--- config.mk ---
export PLATFORM = sky130hd
export DESIGN_NAME = prog_timer
export DESIGN_NICKNAME = d
export VERILOG_FILES = /design/src/rtl/prog_timer.sv
export SDC_FILE = /design/constraint.sdc
export NUM_CORES = 1
export LEC_CHECK = 0
export ABC_AREA = 1
export CORE_MARGIN = 4
export CORE_UTILIZATION = 33
export CTS_CLUSTER_DIAMETER = 30
export CTS_CLUSTER_SIZE = 40
export DETAILED_ROUTE_END_ITERATION = 8
export HOLD_SLACK_MARGIN = 0.06
export PLACE_DENSITY_LB_ADDON = 0.15
export SLEW_MARGIN = 10
export SYNTH_ARGS = -nofsm -noshare
export SYNTH_HDL_FRONTEND = slang
export SYNTH_SLANG_ARGS = --single-unit
export TNS_END_PERCENT = 100
--- constraint.sdc ---
create_clock -name clk -period 6.8 [get_ports clk]
set_input_delay 1.36 -clock clk [delete_from_list [all_inputs] [get_ports clk]]
set_output_delay 1.36 -clock clk [all_outputs]
set_load 0.01 [all_outputs]
--- src/rtl/prog_timer.sv ---
// prog_timer: prescaled programmable timer with a runtime-loadable terminal count, periodic or one-shot
// operation and a registered one-cycle elapsed pulse. Define PROG_TIMER_STICKY_FLAG_EN for elapsed_flag/flag_ack.
module prog_timer #(
  parameter int                WIDTH          = 32,
  parameter int                PRESCALE_WIDTH = 8,
  parameter longint unsigned   DEFAULT_PERIOD = 49_999_999
) (
  input  logic                      clk,
  input  logic                      async_reset,
  input  logic                      enable,
  input  logic                      clear,
  input  logic                      load,
  input  logic [WIDTH-1:0]          period_in,
  input  logic [PRESCALE_WIDTH-1:0] prescale_in,
  input  logic                      one_shot,
  output logic [WIDTH-1:0]          count_out,
  output logic                      elapsed,
`ifdef PROG_TIMER_STICKY_FLAG_EN
  input  logic                      flag_ack,
  output logic                      elapsed_flag,
`endif
  output logic                      running
);

  localparam logic [WIDTH-1:0] RESET_PERIOD = WIDTH'(DEFAULT_PERIOD);

  logic [WIDTH-1:0]          count;
  logic [WIDTH-1:0]          period;
  logic [PRESCALE_WIDTH-1:0] pre_cnt;
  logic [PRESCALE_WIDTH-1:0] prescale;
  logic                      done;

  logic active_p0;
  logic tick_p0;
  logic terminal_p0;
  logic restart_p0;

  function automatic logic [PRESCALE_WIDTH-1:0] pre_next(
    input logic [PRESCALE_WIDTH-1:0] cur,
    input logic [PRESCALE_WIDTH-1:0] lim
  );
    return (cur == lim) ? '0 : cur + PRESCALE_WIDTH'(1);
  endfunction

  // Terminal uses >= so a count left above a lowered period still terminates on the next tick.
  function automatic logic [WIDTH-1:0] count_next(
    input logic [WIDTH-1:0] cur,
    input logic             terminal
  );
    return terminal ? '0 : cur + WIDTH'(1);
  endfunction

  // ---- stage p0: tick / terminal decode from current state ----
  assign active_p0   = enable & ~done;
  assign tick_p0     = active_p0 & (pre_cnt == prescale);
  assign terminal_p0 = tick_p0 & (count >= period);
  assign restart_p0  = load | clear;

  assign count_out = count;
  assign running   = active_p0;

  // ---- stage p1: registered state ----
  always_ff @(posedge clk or posedge async_reset) begin
    if (async_reset) begin
      period   <= RESET_PERIOD;
      prescale <= '0;
    end else if (load) begin
      period   <= period_in;
      prescale <= prescale_in;
    end
  end

  always_ff @(posedge clk or posedge async_reset) begin
    if (async_reset) begin
      count   <= '0;
      pre_cnt <= '0;
    end else if (restart_p0) begin
      count   <= '0;
      pre_cnt <= '0;
    end else if (active_p0) begin
      pre_cnt <= pre_next(pre_cnt, prescale);
      if (tick_p0) begin
        count <= count_next(count, terminal_p0);
      end
    end
  end

  // A terminal tick coinciding with clear/load is dropped: restart wins outright.
  always_ff @(posedge clk or posedge async_reset) begin
    if (async_reset) begin
      done    <= 1'b0;
      elapsed <= 1'b0;
    end else if (restart_p0) begin
      done    <= 1'b0;
      elapsed <= 1'b0;
    end else begin
      elapsed <= terminal_p0;
      if (terminal_p0 && one_shot) begin
        done <= 1'b1;
      end
    end
  end

`ifdef PROG_TIMER_STICKY_FLAG_EN
  // Set wins over a simultaneous acknowledge.
  always_ff @(posedge clk or posedge async_reset) begin
    if (async_reset) begin
      elapsed_flag <= 1'b0;
    end else if (restart_p0) begin
      elapsed_flag <= 1'b0;
    end else if (terminal_p0) begin
      elapsed_flag <= 1'b1;
    end else if (flag_ack) begin
      elapsed_flag <= 1'b0;
    end
  end
`endif

endmodule
==> results summary <==
The fraction of layout instances using a drive strength above 1 came out at 12.0%. TritonCTS built the clock tree. The worst setup path is launched from a primary input. The max-slew violation count came out at 0. The die covers 17400 µm². Headroom to the max-slew limit came out at 38.0%. The congestion estimate from routability-driven global placement came to 0.822.

The type of the most critical hold path is reg -> reg. Setup repair after global routing left no endpoint under its margin. The maximum net fanout on the critical path is 3. For this configuration, the core starts out at a cell density of between 30% and 40%. The final hold violation count is 0. In this run the count of I/O pins placed on the die edge is 80. Entering global routing, the biggest net connects 76 pins.

The clock net sink count came out at roughly 80. Synthesis produced a netlist whose cell count is 658. For the worst setup path, the data required time is 5.44 ns. CTS built an H-tree with a depth of 3.

For the worst setup path, the data arrival time is 2.64 ns. OpenSTA, run right after detailed placement, puts the worst setup slack at 2.79 ns. The transition at the pin with the smallest max-transition slack came out at ~0.93 ns.

The number of nets produced by synthesis came out at 738. The peak ir drop on the vdd network came out at 0.112 mV. After clock tree synthesis, the setup repair step added 0 buffers. The final critical path takes up 58.8% of the cycle.

Power spread over the standard cell area amounts to between 150 and 200 nW/µm². At the later pin of the worst-skew pair, clock insertion delay measures 0.34 ns. The clock input transition at the sequential cells of the worst setup and hold paths came out at approximately 0.06 ns.

The global-route wire length before repair is a little over 20000 µm. The flow ran to the end, and the final reports show no timing, DRC or antenna violations. The synthesized area per cell is 7.72 µm². The die outline height is 132 µm. The post-synthesis cell type count is 33. The chip width is 132 µm.

The smallest setup slack after layout came out at 2.80 ns. The routed wire length is 11700 µm. The floorplan core area is 15100 µm². The post-cts sizing count is 0. The number of global-route vias before repair was between 4k and 5k. Timing would allow up to 250 MHz. In this run, the number of DRC markers left after iteration 0 of detailed routing was around 160. Across every metal layer, demand over resource in global routing totals 14.2%.

The sequential fraction of the synthesis area came out at roughly two fifths. The number of synthesized register bits came out at 82. The smallest clock period supported by the final layout is computed as approximately 4 ns. The sort of element at the end of the critical path is a primary output. Clock tree synthesis selected as its root buffer the cell sky130_fd_sc_hd__clkbuf_16. The routed length per instance came out at 12.6 µm. The clock skew after layout came out at 0.00853 ns. In this run the tool buffered the top-level ports with 79 buffer cells. Summed over all layers, the global routing overflow is 0.

The register cell area after layout came out at 2070 µm². The detailed-route via count is 4238. The number of warnings issued by yosys came out at 0.

After floorplanning, the core was divided into 45 placement rows. The area overhead of the layout relative to synthesis is 25.3%. The power after layout came out at between 1000 and 1500 µW. The number of violations of the max-capacitance limit is 0.

The net count of the finished layout is roughly 820. The antenna diode count is 0. The final standard cell utilization of the core came out at 42.0%.

The combined area of all synthesized cells came out at 5080 µm². The number of nets still failing antenna checks after routing came out at 0. The number of design rule violations left after detail routing came out at 0. The share of the synthesized area in the top cell type is approximately a third. The setup violation total in the final timing report came out at 0. The static leakage came out at 0.00306 µW.

Summed over all instances, the cell type with the most area after synthesis is sky130_fd_sc_hd__dfrtp_1. The setup TNS came out at 0 ns. Ranked by total cell area, the synthesized netlist is headed by sky130_fd_sc_hd__dfrtp_1, sky130_fd_sc_hd__nand2_1, sky130_fd_sc_hd__dfstp_2. The initial antenna violation count is 0. The fill cell instance count of the final layout came out at 1568.

In the routed layout, each cell is associated on average with a via count of 4.57. For this design, the CTS-stage hold fixing added 0 buffers. The maximum buffer depth of the clock tree is 2.

The multi-input combinational cell area is 2530 µm². Counting tap cells, the placed design contains a total of between 900 and 1k instances. The worst setup path is of the in -> out kind. The finished layout holds between 900 and 1k standard cells, fillers aside. The placed wire-length estimate after detailed placement is 8670 µm. The number of buffers inserted during clock tree synthesis came out at 9. The first-pass detailed-route iteration total is 6.
[worst max-delay path, stage by stage]
cell and delay [ns]:
sky130_fd_sc_hd__clkdlybuf4s50_1 0.45, sky130_fd_sc_hd__inv_1 0.04, sky130_fd_sc_hd__nor2_1 0.20, sky130_fd_sc_hd__clkdlybuf4s50_1 0.59
[stage by stage]
stage,instance area [µm²],hold slack (ns)
after floorplan,5080,0.446
after global placement,6010,0.460
after detailed placement,6010,0.459
after CTS,6360,0.468
after global routing,6360,0.500
final,6360,0.464
[final cells by class]
type                            instances  area share, %
Inverter                               98           5.80
Tap cell                              188           3.70
Timing Repair Buffer                   81           12.6
Multi-Input combinational cell        463           39.8
Sequential cell                        82           32.6
Clock buffer                           11           3.97
Clock inverter                          5           1.57
[state kept, by name, summed over array words and instances (netlist names)]
| signal | count |
|---|---|
| count_out | 32 |
| period | 32 |
| pre_cnt | 8 |
| prescale | 8 |
| done | 1 |
| elapsed | 1 |
[path summary, 6_finish.rpt]
path,start,to,slack (ns),cells past startpoint
max in group asynchronous,async_reset,period[27],4.40,3
setup / recovery,enable,running,2.80,4
hold / removal,period[0],period[0],0.46,2
setup reg to reg,count_out[7],count_out[17],4.36,12
min in group asynchronous,async_reset,period[8],1.24,2
hold reg to reg,period[0],period[0],0.46,2
[power breakdown]
part	leakage, µW	switching (µW)	internal, µW	total [µW]
logic	0.00184	64.8	48.6	113
registers	0.00104	8.30	517	525
clock network	0.000176	196	377	573
[cells in the final DEF, fill, tap and decap left out]
cell type / synthesis / layout
sky130_fd_sc_hd__nor2_2: 19 / 19
sky130_fd_sc_hd__clkinv_2: 0 / 3
sky130_fd_sc_hd__dfstp_2: 18 / 18
sky130_fd_sc_hd__inv_2: 5 / 5
sky130_fd_sc_hd__xor2_1: 21 / 21
sky130_fd_sc_hd__o21bai_2: 1 / 1
sky130_fd_sc_hd__dfrtp_1: 64 / 64
sky130_fd_sc_hd__nand4_2: 3 / 3
sky130_fd_sc_hd__xnor2_1: 7 / 7
sky130_fd_sc_hd__nand3_1: 22 / 22
sky130_fd_sc_hd__nor2_1: 52 / 52
sky130_fd_sc_hd__nand3_2: 4 / 4
sky130_fd_sc_hd__bufinv_16: 0 / 3
sky130_fd_sc_hd__ha_1: 34 / 34
sky130_fd_sc_hd__clkbuf_8: 0 / 2
sky130_fd_sc_hd__inv_1: 91 / 90
sky130_fd_sc_hd__nand4_1: 17 / 17
sky130_fd_sc_hd__nor2_4: 3 / 3
sky130_fd_sc_hd__a21oi_1: 14 / 14
sky130_fd_sc_hd__nand2_4: 1 / 1
sky130_fd_sc_hd__clkbuf_16: 0 / 9
sky130_fd_sc_hd__buf_4: 1 / 2
sky130_fd_sc_hd__o21ai_0: 38 / 38
sky130_fd_sc_hd__a21o_1: 3 / 3
sky130_fd_sc_hd__and3_1: 2 / 2
sky130_fd_sc_hd__o21bai_1: 1 / 1
sky130_fd_sc_hd__nand2_1: 195 / 195
sky130_fd_sc_hd__clkinv_1: 2 / 2
sky130_fd_sc_hd__o21a_1: 1 / 1
sky130_fd_sc_hd__a211oi_1: 1 / 1
sky130_fd_sc_hd__clkdlybuf4s50_1: 0 / 78
sky130_fd_sc_hd__o21ai_1: 1 / 1
sky130_fd_sc_hd__buf_2: 0 / 1
sky130_fd_sc_hd__nand2_2: 13 / 13
sky130_fd_sc_hd__nor3_1: 8 / 8
sky130_fd_sc_hd__nor3_2: 2 / 2
[synthesized netlist by cell type (all sizes together)]
cell type,instances
xnor2,7
and3,2
a21oi,14
nor3,10
inv,96
nand2,209
buf,6
a211oi,1
clkbuf,9
xor2,21
nand3,26
o21a,1
o21bai,2
a21o,3
dfrtp,64
nor2,74
dfstp,18
nand4,20
clkinv,2
o21ai,39
ha,34
[routing by layer]
metal | vias up | part of all wire [%] | global-route usage (%)
met5 | - | 0 | 0
met4 | 0 | 2.0 | 5.72
met3 | 15 | 3.6 | 2.94
met2 | 79 | 46 | 22.9
met1 | 1931 | 48 | 18.8
li1 | 2213 | - | -
[cells by family after synthesis]
group,count (synthesis),synth area share (%)
AND/OR/NAND/NOR,341,30.3
buffers and inverters,113,9.34
flip-flops,82,40.8
AO/OA/AOI/OAI,60,6.33
adder cells (fa/ha/maj),34,8.37
XOR/XNOR,28,4.83
Note: power is estimated with default switching activity, not from simulation.
